===== src/rtl/battle_pkg.sv =====
// battle_pkg: shared encodings for the battle-screen controller.
//   Key codes, page codes, player opcodes, movement directions,
//   state-field widths and helpers to build MOV instructions.
package battle_pkg;

    localparam int PAGE_W = 4;
    localparam int SUB_W  = 4;

    typedef enum logic [3:0] {
        KEY_IDLE  = 4'd0,
        KEY_W     = 4'd1,
        KEY_D     = 4'd2,
        KEY_S     = 4'd3,
        KEY_A     = 4'd4,
        KEY_J     = 4'd5,
        KEY_K     = 4'd6,
        KEY_L     = 4'd7,
        KEY_SPACE = 4'd8
    } key_e;

    typedef enum logic [PAGE_W-1:0] {
        PG_MENU   = 4'd1,
        PG_DODGE  = 4'd9,
        PG_ATTACK = 4'd10,
        PG_ACTION = 4'd11,
        PG_OVER   = 4'd12
    } page_e;

    typedef enum logic [3:0] {
        OP_HPY = 4'd1,
        OP_DPY = 4'd2,
        OP_IDG = 4'd3,
        OP_SDG = 4'd4,
        OP_MOV = 4'd5,
        OP_SHP = 4'd6
    } opcode_e;

    typedef enum logic [7:0] {
        DIR_UP    = 8'd0,
        DIR_RIGHT = 8'd1,
        DIR_DOWN  = 8'd2,
        DIR_LEFT  = 8'd3
    } dir_e;

    function automatic logic is_dir_key(input logic [3:0] key);
        return (key == KEY_W) || (key == KEY_D) || (key == KEY_S) || (key == KEY_A);
    endfunction

    // Caller guarantees key is one of W/D/S/A.
    function automatic logic [15:0] mov_instr(input logic [3:0] key);
        dir_e dir;
        case (key)
            KEY_W:   dir = DIR_UP;
            KEY_D:   dir = DIR_RIGHT;
            KEY_S:   dir = DIR_DOWN;
            default: dir = DIR_LEFT;
        endcase
        return {OP_MOV, dir, 4'b0000};
    endfunction

endpackage


===== src/rtl/battle_fsm_key_edge.sv =====
// key_edge: press detector for the keyboard code.
//   clk, rst      clock, async active-high reset
//   keyboard      current key code
//   press         keyboard is non-idle and differs from last cycle's code
//   press_key     keyboard when press is set, otherwise 0
module key_edge
    import battle_pkg::*;
(
    input  logic       clk,
    input  logic       rst,
    input  logic [3:0] keyboard,
    output logic       press,
    output logic [3:0] press_key
);

    logic [3:0] prev_q;

    always_ff @(posedge clk or posedge rst) begin
        if (rst) prev_q <= 4'd0;
        else     prev_q <= keyboard;
    end

    // prev_q tracks the key in every page, so a key held across a page
    // change never looks like a fresh press afterwards.
    assign press     = (keyboard != KEY_IDLE) && (keyboard != prev_q);
    assign press_key = press ? keyboard : 4'd0;

endmodule


===== src/rtl/battle_fsm.sv =====
// battle_fsm: battle-screen game-flow controller.
//   clk, rst      clock, async active-high reset
//   keyboard      key code (0 idle, W D S A J K L SPACE = 1..8)
//   is_death      player depleted during a dodge turn
//   atk_pass      one-cycle strobe, attack bar resolved; dmg_mon valid with it
//   state         {page, substage}
//   player_instr  {opcode, dir, 4'b0}; MOV only while dodging
//   is_move       player_instr carries a MOV
//   mon_dmg       saturating accumulated monster damage
//   turn_left     remaining dodge clocks, 0 outside DODGE
//
// state     | meaning
// MENU   1  | title page, SPACE starts a fresh battle
// DODGE  9  | timed dodge turn, W/D/S/A steer the player
// ATTACK 10 | waiting for the attack bar, bounded by a timeout
// ACTION 11 | action menu, substage is the cursor
// OVER   12 | result page, substage 0 lose / 1 win
module battle_fsm
    import battle_pkg::*;
#(
    parameter int HP_W         = 8,
    parameter int MON_HP_MAX   = 100,
    parameter int DODGE_CYCLES = 600,
    parameter int ATK_TIMEOUT  = 300,
    parameter int N_ACTIONS    = 4
) (
    input  logic                              clk,
    input  logic                              rst,
    input  logic [3:0]                        keyboard,
    input  logic                              is_death,
    input  logic                              atk_pass,
    input  logic [HP_W-1:0]                   dmg_mon,
    output logic [7:0]                        state,
    output logic [15:0]                       player_instr,
    output logic                              is_move,
    output logic [HP_W-1:0]                   mon_dmg,
    output logic [$clog2(DODGE_CYCLES+1)-1:0] turn_left
);

    localparam int TL_W = $clog2(DODGE_CYCLES+1);
    localparam int TO_W = $clog2(ATK_TIMEOUT+1);
    localparam logic [TL_W-1:0]  TURN_LOAD = TL_W'(DODGE_CYCLES);
    localparam logic [TO_W-1:0]  TMO_LOAD  = TO_W'(ATK_TIMEOUT);
    localparam logic [SUB_W-1:0] CUR_LAST  = SUB_W'(N_ACTIONS - 1);

    page_e             page_q, page_d;
    logic [SUB_W-1:0]  sub_q, sub_d;
    logic [15:0]       instr_q, instr_d;
    logic              move_q, move_d;
    logic [HP_W-1:0]   dmg_q, dmg_d;
    logic [TL_W-1:0]   turn_q, turn_d;
    logic [TO_W-1:0]   tmo_q, tmo_d;
    logic              press;
    logic [3:0]        press_key;
    logic [HP_W:0]     dmg_sum;
    logic [HP_W-1:0]   dmg_sat;

    key_edge u_key_edge (
        .clk       (clk),
        .rst       (rst),
        .keyboard  (keyboard),
        .press     (press),
        .press_key (press_key)
    );

    // One extra bit catches the carry so the accumulator clamps at all-ones.
    assign dmg_sum = {1'b0, dmg_q} + {1'b0, dmg_mon};
    assign dmg_sat = dmg_sum[HP_W] ? {HP_W{1'b1}} : dmg_sum[HP_W-1:0];

    always_ff @(posedge clk or posedge rst) begin
        if (rst) begin
            page_q  <= PG_MENU;
            sub_q   <= '0;
            instr_q <= '0;
            move_q  <= 1'b0;
            dmg_q   <= '0;
            turn_q  <= '0;
            tmo_q   <= '0;
        end else begin
            page_q  <= page_d;
            sub_q   <= sub_d;
            instr_q <= instr_d;
            move_q  <= move_d;
            dmg_q   <= dmg_d;
            turn_q  <= turn_d;
            tmo_q   <= tmo_d;
        end
    end

    always_comb begin
        page_d  = page_q;
        sub_d   = sub_q;
        instr_d = '0;
        move_d  = 1'b0;
        dmg_d   = dmg_q;
        turn_d  = '0;
        tmo_d   = tmo_q;
        case (page_q)
            PG_MENU: begin
                sub_d = '0;
                if (press && press_key == KEY_SPACE) begin
                    page_d = PG_DODGE;
                    dmg_d  = '0;
                    turn_d = TURN_LOAD;
                end
            end
            PG_DODGE: begin
                sub_d = '0;
                if (is_death) begin
                    page_d = PG_OVER;
                end else if (turn_q <= TL_W'(1)) begin
                    page_d = PG_ACTION;
                end else begin
                    turn_d = turn_q - TL_W'(1);
                    // Movement follows the held key, not press events.
                    if (is_dir_key(keyboard)) begin
                        move_d  = 1'b1;
                        instr_d = mov_instr(keyboard);
                    end
                end
            end
            PG_ACTION: begin
                if (press) begin
                    case (press_key)
                        KEY_D: sub_d = (sub_q >= CUR_LAST) ? '0 : sub_q + SUB_W'(1);
                        KEY_A: sub_d = (sub_q == '0) ? CUR_LAST : sub_q - SUB_W'(1);
                        KEY_J: begin
                            sub_d = '0;
                            if (sub_q == '0) begin
                                page_d = PG_ATTACK;
                                tmo_d  = TMO_LOAD;
                            end else begin
                                page_d = PG_DODGE;
                                turn_d = TURN_LOAD;
                            end
                        end
                        default: ;
                    endcase
                end
            end
            PG_ATTACK: begin
                sub_d = '0;
                // A resolve on the timeout clock still counts.
                if (atk_pass) begin
                    dmg_d = dmg_sat;
                    tmo_d = '0;
                    if (32'(dmg_sat) > MON_HP_MAX) begin
                        page_d = PG_OVER;
                        sub_d  = SUB_W'(1);
                    end else begin
                        page_d = PG_DODGE;
                        turn_d = TURN_LOAD;
                    end
                end else if (tmo_q <= TO_W'(1)) begin
                    tmo_d  = '0;
                    page_d = PG_DODGE;
                    turn_d = TURN_LOAD;
                end else begin
                    tmo_d = tmo_q - TO_W'(1);
                end
            end
            PG_OVER: begin
                if (press && press_key == KEY_SPACE) begin
                    page_d = PG_MENU;
                    sub_d  = '0;
                end
            end
            default: begin
                page_d = PG_MENU;
                sub_d  = '0;
            end
        endcase
    end

    assign state        = {page_q, sub_q};
    assign player_instr = instr_q;
    assign is_move      = move_q;
    assign mon_dmg      = dmg_q;
    assign turn_left    = turn_q;

endmodule


===== config.mk =====
export PLATFORM = sky130hd
export DESIGN_NAME = battle_fsm
export DESIGN_NICKNAME = d
export VERILOG_FILES = /design/src/rtl/battle_pkg.sv /design/src/rtl/battle_fsm_key_edge.sv /design/src/rtl/battle_fsm.sv
export SDC_FILE = /design/constraint.sdc
export NUM_CORES = 1
export LEC_CHECK = 0
export BUFFER_PORTS_ARGS = -buffer_cell sky130_fd_sc_hd__buf_2
export CORE_UTILIZATION = 55
export DETAILED_ROUTE_END_ITERATION = 12
export PLACE_DENSITY = 0.8
export SLEW_MARGIN = 10
export SYNTH_ARGS = -nofsm -noshare
export SYNTH_HDL_FRONTEND = slang
export SYNTH_SLANG_ARGS = --single-unit

===== constraint.sdc =====
create_clock -name clk -period 3.5 [get_ports clk]
set_input_delay 1.05 -clock clk [delete_from_list [all_inputs] [get_ports clk]]
set_output_delay 1.05 -clock clk [all_outputs]
set_load 0.05 [all_outputs]

Word-level counts from Yosys, hierarchy flattened
Cells that the tools add are included.
{"block": "totals", "input_bits": 16, "regBits": 56, "out_inout_bits": 43}
{"block": "op_classes", "magnitude_cmp": 4, "reduce_logical": 13, "addsub": 5, "n_eq_ne": 23, "muxes": 49}
{"operator": "two-way mux 10 bit", "count": 9}
{"operator": "two-way mux 15 bit", "count": 4}
{"operator": "two-way mux 4 bit", "count": 13}
{"operator": "two-way mux 9 bit", "count": 5}
{"operator": "one-hot mux 10 bit (4 select lines)", "count": 1}
{"operator": "two-way mux 8 bit", "count": 3}
{"operator": "one-hot mux 4 bit (3 select lines)", "count": 2}
{"operator": "== test 4 bit, second input constant", "count": 5}
{"operator": "one-hot mux 4 bit (5 select lines)", "count": 1}
{"operator": "one-hot mux 9 bit (2 select lines)", "count": 1}
{"operator": "one-hot mux 8 bit (2 select lines)", "count": 1}
{"operator": "== test 4 x 2 -> 1 bit, second input constant", "count": 3}
{"operator": "== test 4 x 3 -> 1 bit, second input constant", "count": 3}
{"operator": "inequality test 2 bit, second input constant", "count": 6}
{"operator": "less-or-equal comparator 10 x 1 -> 1 bit, second input constant", "count": 1}
{"operator": "subtractor 10 x 1 -> 10 bit, second input constant", "count": 1}
{"operator": "adder 8 x 8 -> 9 bit", "count": 1}
{"operator": "less-or-equal comparator 9 x 1 -> 1 bit, second input constant", "count": 1}
{"operator": "subtractor 9 x 1 -> 9 bit, second input constant", "count": 1}
{"operator": "== test 4 x 1 -> 1 bit, second input constant", "count": 2}
{"operator": "> comparator 8 x 7 -> 1 bit, second input constant", "count": 1}
{"operator": "two-way mux 1 bit", "count": 6}
{"operator": "inequality test 3 bit, second input constant", "count": 2}
{"operator": "one-hot mux 2 bit (3 select lines)", "count": 1}
{"operator": "other kinds (15)", "count": 20}

Longest topological paths before layout
Gate-level depths: netlist (run 1).
{"block": "depth", "word_depth": 8, "ltp_mapped": 9, "ltp_nobuf": 8}

Cells and area by module
From an unflattened synthesis (run 1), not the netlist that was laid out.
{"block": "hier_totals", "cells_unflattened": 311, "hier_area_um2": 2792.7}
{"module": "battle_fsm", "area_per_inst_um2": 2588.7, "n_inst": 1, "cells_each": 292}
{"module": "key_edge", "area_per_inst_um2": 203.9, "n_inst": 1, "cells_each": 19}

Least setup slack after synthesis (run 1)
Ideal clock, no wire load.
{"block": "synth_timing", "path_kind": "input -> register", "from": "in dmg_mon[0]", "to": "reg page_q[2]", "path_stages": 8, "arrival_time_ns": 3.154, "setup_slack_ns": 0.222, "required_time_ns": 3.376, "setup_ns": 0.124, "cell_sequence": "ha_1 fa_1 a21oi_1 nor3_1 or4b_2 o311ai_0 a21oi_1 a211o_1"}
{"block": "synth_between", "elab_chain_cells": 6}
{"item": "from (decl)", "line": "battle_fsm.sv:32", "source": "input logic [HP_W-1:0] dmg_mon,"}
{"item": "adder 8 x 8 -> 9 bit", "line": "battle_fsm.sv:67", "source": "assign dmg_sum = {1'b0, dmg_q} + {1'b0, dmg_mon};"}
{"item": "two-way mux 8 bit", "line": "battle_fsm.sv:68", "source": "assign dmg_sat = dmg_sum[HP_W] ? {HP_W{1'b1}} : dmg_sum[HP_W-1:0];"}
{"item": "> comparator 8 x 7 -> 1 bit", "line": "battle_fsm.sv:147", "source": "if (32'(dmg_sat) > MON_HP_MAX) begin"}
{"item": "two-way mux 3 bit", "line": "battle_fsm.sv:147"}
{"item": "two-way mux 4 bit", "line": "battle_fsm.sv:144", "source": "if (atk_pass) begin"}
{"item": "one-hot mux 4 bit (5 select lines)", "line": "battle_fsm.sv:98", "source": "case (page_q)"}
{"item": "to (signal assigned)", "line": "battle_fsm.sv:80", "source": "page_q <= page_d;"}
{"item": "to (decl)", "line": "battle_fsm.sv:46", "source": "page_e page_q, page_d;"}
No other way between the ends.
A chain may end at the register's enable or synchronous reset.

Worst setup path after layout (run 1)
{"block": "layout_timing", "from": "in dmg_mon[0]", "to": "reg sub_q[0]"}
{"block": "layout_between", "elab_chain_cells": 6}
{"item": "adder 8 x 8 -> 9 bit", "line": "battle_fsm.sv:67"}
{"item": "two-way mux 8 bit", "line": "battle_fsm.sv:68"}
{"item": "> comparator 8 x 7 -> 1 bit", "line": "battle_fsm.sv:147"}
{"item": "two-way mux 1 bit", "line": "battle_fsm.sv:147"}
{"item": "two-way mux 1 bit", "line": "battle_fsm.sv:144"}
{"item": "one-hot mux 4 bit (3 select lines)", "line": "battle_fsm.sv:98"}
{"item": "to (signal assigned)", "line": "battle_fsm.sv:81", "source": "sub_q <= sub_d;"}
{"item": "to (decl)", "line": "battle_fsm.sv:47", "source": "logic [SUB_W-1:0] sub_q, sub_d;"}
No other way between the ends.

==> impl_metrics.yaml, run 1 <==
sta:
  fin_crit_ns: 3.20
  finalHoldViolations: 0
  finClkSkew_ns: 0.00211
  slew_violations: 0
  relSlewSlack_pct: 59.2
  hold_slack_ns: 0.497
  setup_viol: 0
  fin_crit_sh_pct: 91.3
  fin_setup_tns_ns: 0
  fmax_ghz: 0.313
  rsz0062_at_grt: "no"
  worst_pin_slew_ns: 0.605
pwr:
  irDropWorstVdd_uv: 831
  p_switching_uw: 1550
  clock_power_share_pct: 12.5
  p_per_area_mw_per_mm2: 981
  p_leak_uw: 0.00150
  swShare_pct: 50.1
  p_int_uw: 1540
  seq_power_share_pct: 26.9
  combinationalPowerShare_pct: 60.6
synthesis:
  synth-seq-cells: 42
  synthCells: 316
  async_flop_share_pct: 100
  synth_flop_cell: "dfrtp_1"
  synth-edff-count: 0
  synth_warnings: 0
  syn_avg_cell_area_um2: 8.86
  ys_types: 63
  netlist_area_mm2: 0.00280
  ys_seq_area_share_pct: 37.6
detailed_routing:
  ant_nets: 0
  drc: 0
  first_pass_iters: 4
  vias: 2472
  vias_per_cell: 5.78
  post_drt_wl_per_cell_um: 14.0
  wl_um: 5970
  drt-initial-drc-count: 212
floorplanning:
  io-pin-count: 59
  placementRows: 25
  fp.coreArea_mm2: 0.00482
  initial_utilization_pct: 58.1
  die_x_um: 73.3
  dieArea_mm2: 0.00538
  chipHeight_um: 73.3
finish:
  area_growth_pct: 12.4
  layout-drive-gt1-share_pct: 19.1
  fin_util_pct: 65.3
  finalNonFillerCells: 428
  multi_input_area_mm2: 0.00161
  regArea_mm2: 0.00105
  nets: 392
  antennaDiodeCount: 0
  final.fill_count: 419
critical_path:
  arrival_ns: 3.38
  path_max_fanout: 3
  crit_path_start: "dmg_mon[0]"
  timing.rr.start: "mon_dmg[0]$_DFFE_PP0P_"
  ff2ff_path_depth: 8
  worst_setup_path_start_kind: "input pin"
  r2r_setup_slack_ns: 0.77
  r2r_end: "sub_q[0]$_DFFE_PP0P_"
  cp-end-kind: "flip-flop"
  endpoint: "sub_q[0]$_DFFE_PP0P_"
  required_ns: 3.68
  critical_path_class: "input pin to flip-flop"
grt:
  gr-total-overflow: 0
  grt.total_usage_pct: 23.6
  grt_pass1_vias: 2180
  grt_first_pass_wirelength_um: 9760
  grt_max_degree: 43
  antenna_found_initial: 0
run:
  cap_violations: 0
clock_network:
  cts_hold_buf: 0
  root_buffer: "clkbuf_8"
  clock_sinks: 42
  cts_tree: "built"
  numCtsBuffers: 5
  clock_path_buffers: 2
  clock_latency_ns: 0.29
  htreeDepth: 2
  cts_setup_buffers: 0
  path_clk_slew_ns: 0.07
  ctsResizeCount: 0
worst_hold_path:
  hold_class: "flip-flop to flip-flop"
  hold_start: "tmo_q[7]$_DFFE_PP0P_"
place:
  dp_cells: 421
  placement.io_buffers: 46
  routabilityCongestion: 0.884
  place_hpwl_um: 4350
outcome:
  status: "finished clean"
-- flip-flops by register name, summed over array words and instances, names as in the netlist --
| signal | flops |
|---|---|
| tmo_q | 9 |
| player_instr | 2 |
| u_key_edge.prev_q | 4 |
| is_move | 1 |
| mon_dmg | 8 |
| page_q | 4 |
| sub_q | 4 |
| turn_left | 10 |
-- worst min path at each step --
stage | end | slack (ns) | cells past startpoint
detailed placement | tmo_q[7]$_DFFE_PP0P_ | 0.49 | 1
global placement | tmo_q[7]$_DFFE_PP0P_ | 0.47 | 1
CTS | tmo_q[7]$_DFFE_PP0P_ | 0.50 | 1
floorplan | tmo_q[7]$_DFFE_PP0P_ | 0.45 | 1
finish | tmo_q[7]$_DFFE_PP0P_ | 0.50 | 1
global route | tmo_q[7]$_DFFE_PP0P_ | 0.52 | 1
-- worst max-delay path: stages --
cell and delay [ns]:
buf_2 0.10, ha_1 0.21, fa_1 0.38, a21oi_1 0.18, nor3_1 0.08, or4b_2 0.68
o311ai_0 0.21, a21oi_1 0.19, a211o_1 0.30
-- cells by family after synthesis --
| logic type | after synthesis | synth area share (%) |
|---|---|---|
| simple gates | 124 | 24.1 |
| other cells | 1 | 0.134 |
| flops | 42 | 37.6 |
| buf+inv | 33 | 6.44 |
| compound gates | 87 | 20.4 |
| mux | 1 | 0.358 |
| fa+ha+maj | 15 | 6.97 |
| xor+xnor | 13 | 4.07 |
-- per-stage QoR --
stage          total power, µW  cell area [µm²]  setup slack, ns
5_1_grt                   3340             3150            0.121
3_5_place_dp              2690             3030         0.000723
4_1_cts                   3100             3150            0.295
2_1_floorplan             2330             2840            0.222
6_report                  3090             3150            0.303
3_3_place_gp              2650             3030           0.0405
-- cells in the final DEF (no fill, tap or decap), drive strengths merged, types with 3 or more instances in the layout --
master   n
nand2b   7
inv     12
a211oi   3
nor3    15
clkbuf   6
nor4     3
a21oi   21
or4      5
xor2     3
or4b     3
nor3b    4
conb    12
buf     48
xnor2   10
o21ai   31
o22a     4
or3      3
nand2   18
dfrtp   41
o21bai   3
ha      14
nand3   11
a31oi    3
nor2b    3
nor2    37
-- metal layers --
metal	global-route usage, %	vias up	part of all wire (%)
met3	4.53	7	4.1
li1	-	1212	-
met5	0	-	0
met2	38.1	62	48
met1	32.2	1191	47
met4	7.05	0	1.1
-- power by group through the flow --
stage          registers (µW)  clock network (µW)  logic [µW]
2_1_floorplan            1210                   0        1120
3_3_place_gp              830                   0        1820
3_5_place_dp              837                   0        1860
4_1_cts                   829                 397        1870
5_1_grt                   856                 418        2060
6_report                  830                 385        1870
-- cell usage after synthesis (all sizes together), types with 3 or more instances --
master,number,area (µm²)
nor4,3,18.8
dfrtp,41,1030
nor3,15,80.1
o21ai,31,155
nand2b,7,43.8
or3,3,18.8
ha,14,175
a211oi,3,22.5
inv,12,45.0
xor2,3,26.3
or4b,3,33.8
clkbuf,4,15.0
nand3,11,55.1
a31oi,3,18.8
nor2,37,139
nor2b,3,18.8
nor3b,4,30.0
o22a,4,35.0
nand2,18,67.6
a21oi,21,105
or4,5,41.3
xnor2,10,87.6
o21bai,3,22.5
buf,17,120
-- final cells by class --
type                       instances  area share [%]
multi-input combinational        252            51.1
inverter                          12            1.43
clock buffer                       6            2.62
sequential                        42            33.4
clock inverter                     1           0.954
tap                               67            2.66
timing repair buffer              48            7.79
(Power assumes the default switching activity.)
==> run 2: changes to the inputs <==
--- a/config.mk
+++ b/config.mk
@@ -8,7 +8,7 @@
 export BUFFER_PORTS_ARGS = -buffer_cell sky130_fd_sc_hd__buf_2
 export CORE_UTILIZATION = 55
 export DETAILED_ROUTE_END_ITERATION = 12
-export PLACE_DENSITY = 0.8
+export PLACE_DENSITY = 0.89
 export SLEW_MARGIN = 10
 export SYNTH_ARGS = -nofsm -noshare
 export SYNTH_HDL_FRONTEND = slang
==> run 2 against run 1 <==
  * Non-clock buffer count unchanged
  * Power down 2.6%
  * Flip-flop and latch count stayed put
  * Combinational power barely moved
  * Utilization decreased by 0.47 points
  * Largest cell class unchanged
  * Die area unchanged
  * Count of clock-buffer cells in the layout shrank 1
  * Sequential share of layout area increased by 0.24 points
  * Cell area fell by 0.72%
  * Critical path depth unchanged
==> impl_metrics.yaml, run 2 (same netlist as run 1, synthesis figures left out) <==
sta:
  slew_violations: 0
  fin_setup_tns_ns: 0
  fin_crit_ns: 3.22
  worst_pin_slew_ns: 0.689
  fmax_ghz: 0.311
  fin_crit_sh_pct: 92.0
  finClkSkew_ns: 0.00968
  relSlewSlack_pct: 53.5
  setup_viol: 0
  finalHoldViolations: 0
  rsz0062_at_grt: "no"
detailed_routing:
  ant_nets: 0
  post_drt_wl_per_cell_um: 13.5
  first_pass_iters: 4
  drt-initial-drc-count: 116
  vias: 2456
  wl_um: 5790
  vias_per_cell: 5.72
  drc: 0
grt:
  grt_first_pass_wirelength_um: 9290
  antenna_found_initial: 0
  grt.total_usage_pct: 22.5
  gr-total-overflow: 0
  grt_max_degree: 43
  grt_pass1_vias: 2067
critical_path:
  cpPeakStageDelay_ns: 0.68
  required_ns: 3.71
  critical_path_class: "input pin to flip-flop"
  worstPathCellList: "buf_2, ha_1, fa_1, a21oi_1, nor3_1, or4b_2, o311ai_0, a41oi_1, o21ai_0"
  cp-end-kind: "flip-flop"
  slowest_stage: "or4b_2"
  path_max_fanout: 4
  worst_setup_path_start_kind: "input pin"
  arrival_ns: 3.43
clock_network:
  path_clk_slew_ns: 0.08
  clock_path_buffers: 2
  root_buffer: "clkbuf_8"
  cts_hold_buf: 0
  cts_tree: "built"
  ctsResizeCount: 0
  clock_sinks: 42
  htreeDepth: 2
  numCtsBuffers: 5
  cts_setup_buffers: 0
  clock_latency_ns: 0.31
finish:
  fin_area_mm2: 0.00312
  antennaDiodeCount: 0
  layout-drive-gt1-share_pct: 19.3
  final_cell_mix: "buf_2 (46), dfrtp_1 (41), nor2_1 (37), o21ai_0 (30), a21oi_1 (21)"
  final_common_cell: "buf_2"
  final.fill_count: 423
  nets: 392
  largest_reg_flops: 10
  area_growth_pct: 11.6
  fin_util_pct: 64.9
floorplanning:
  dieArea_mm2: 0.00538
  die_x_um: 73.3
  fp.coreArea_mm2: 0.00482
  chipHeight_um: 73.3
  io-pin-count: 59
  placementRows: 25
  initial_utilization_pct: 58.1
worst_hold_path:
  hold_class: "flip-flop to flip-flop"
pwr:
  p_leak_uw: 0.00149
  irDropWorstVdd_uv: 732
  p_per_area_mw_per_mm2: 962
place:
  placement.io_buffers: 46
  routabilityCongestion: 0.869
  place_area_mm2: 0.00303
  place_hpwl_um: 4350
run:
  cap_violations: 0
outcome:
  status: "finished clean"
[run 2: cell types whose count changed in the layout (fill, tap and decap cells not counted)]
| cell | delta |
|---|---|
| clkinvlp_4 | +1 |
| clkinv_2 | +1 |
| bufinv_16 | -1 |
| clkinv_4 | +1 |
| clkbuf_8 | -1 |
[run 2: power by group]
part	internal [µW]	total, µW	switching [µW]
Combinational	668	1860	1190
Sequential	642	832	189
Clock	140	316	176
Total	1450	3010	1560
[run 2: final cells by class]
class                           instances  area, µm²  area share (%)
Clock buffer                            5       68.8            2.20
Inverter                               12       45.0            1.44
Sequential cell                        42       1050            33.7
Timing Repair Buffer                   48        245            7.85
Clock inverter                          3       21.3           0.681
Multi-Input combinational cell        252       1610            51.5
Tap cell                               67       83.8            2.68
[run 2: metrics by stage]
step / std cells / power (µW) / hold slack [ns] / worst slack [ns]
2_1_floorplan: 327 / 2330 / 0.449 / 0.222
3_3_place_gp: 421 / 2640 / 0.468 / 0.0458
3_5_place_dp: 421 / 2690 / 0.478 / -0.0366
4_1_cts: 429 / 3010 / 0.488 / 0.300
5_1_grt: 429 / 3250 / 0.512 / 0.114
6_report: 429 / 3010 / 0.488 / 0.281
[run 2: final timing paths]
path	startpoint	end	slack (ns)	cells after the start
max	dmg_mon[0]	turn_left[4]$_DFF_PP0_	0.28	9
min	tmo_q[7]$_DFFE_PP0P_	tmo_q[7]$_DFFE_PP0P_	0.49	1
max reg2reg	mon_dmg[0]$_DFFE_PP0P_	turn_left[4]$_DFF_PP0_	0.72	8
min reg2reg	tmo_q[7]$_DFFE_PP0P_	tmo_q[7]$_DFFE_PP0P_	0.49	1
max in group asynchronous	rst	page_q[0]$_DFFE_PP1P_	2.27	3
min in group asynchronous	rst	turn_left[2]$_DFF_PP0_	0.85	3
[run 2: per-layer routing]
metal / wire length [µm] / up-vias / global-route usage (%)
li1: - / 1210 / -
met1: 2670 / 1169 / 30.5
met2: 2720 / 69 / 35.7
met3: 315 / 8 / 4.94
met4: 85 / 0 / 8.12
met5: 0 / - / 0
[run 2: critical path, delay by kind of cell]
kind                     cells  cell delay, ns
buffers and inverters        1            0.10
adder cells (fa/ha/maj)      2            0.59
AND/OR/NAND/NOR              2            0.75
AO/OA/AOI/OAI                4            0.93
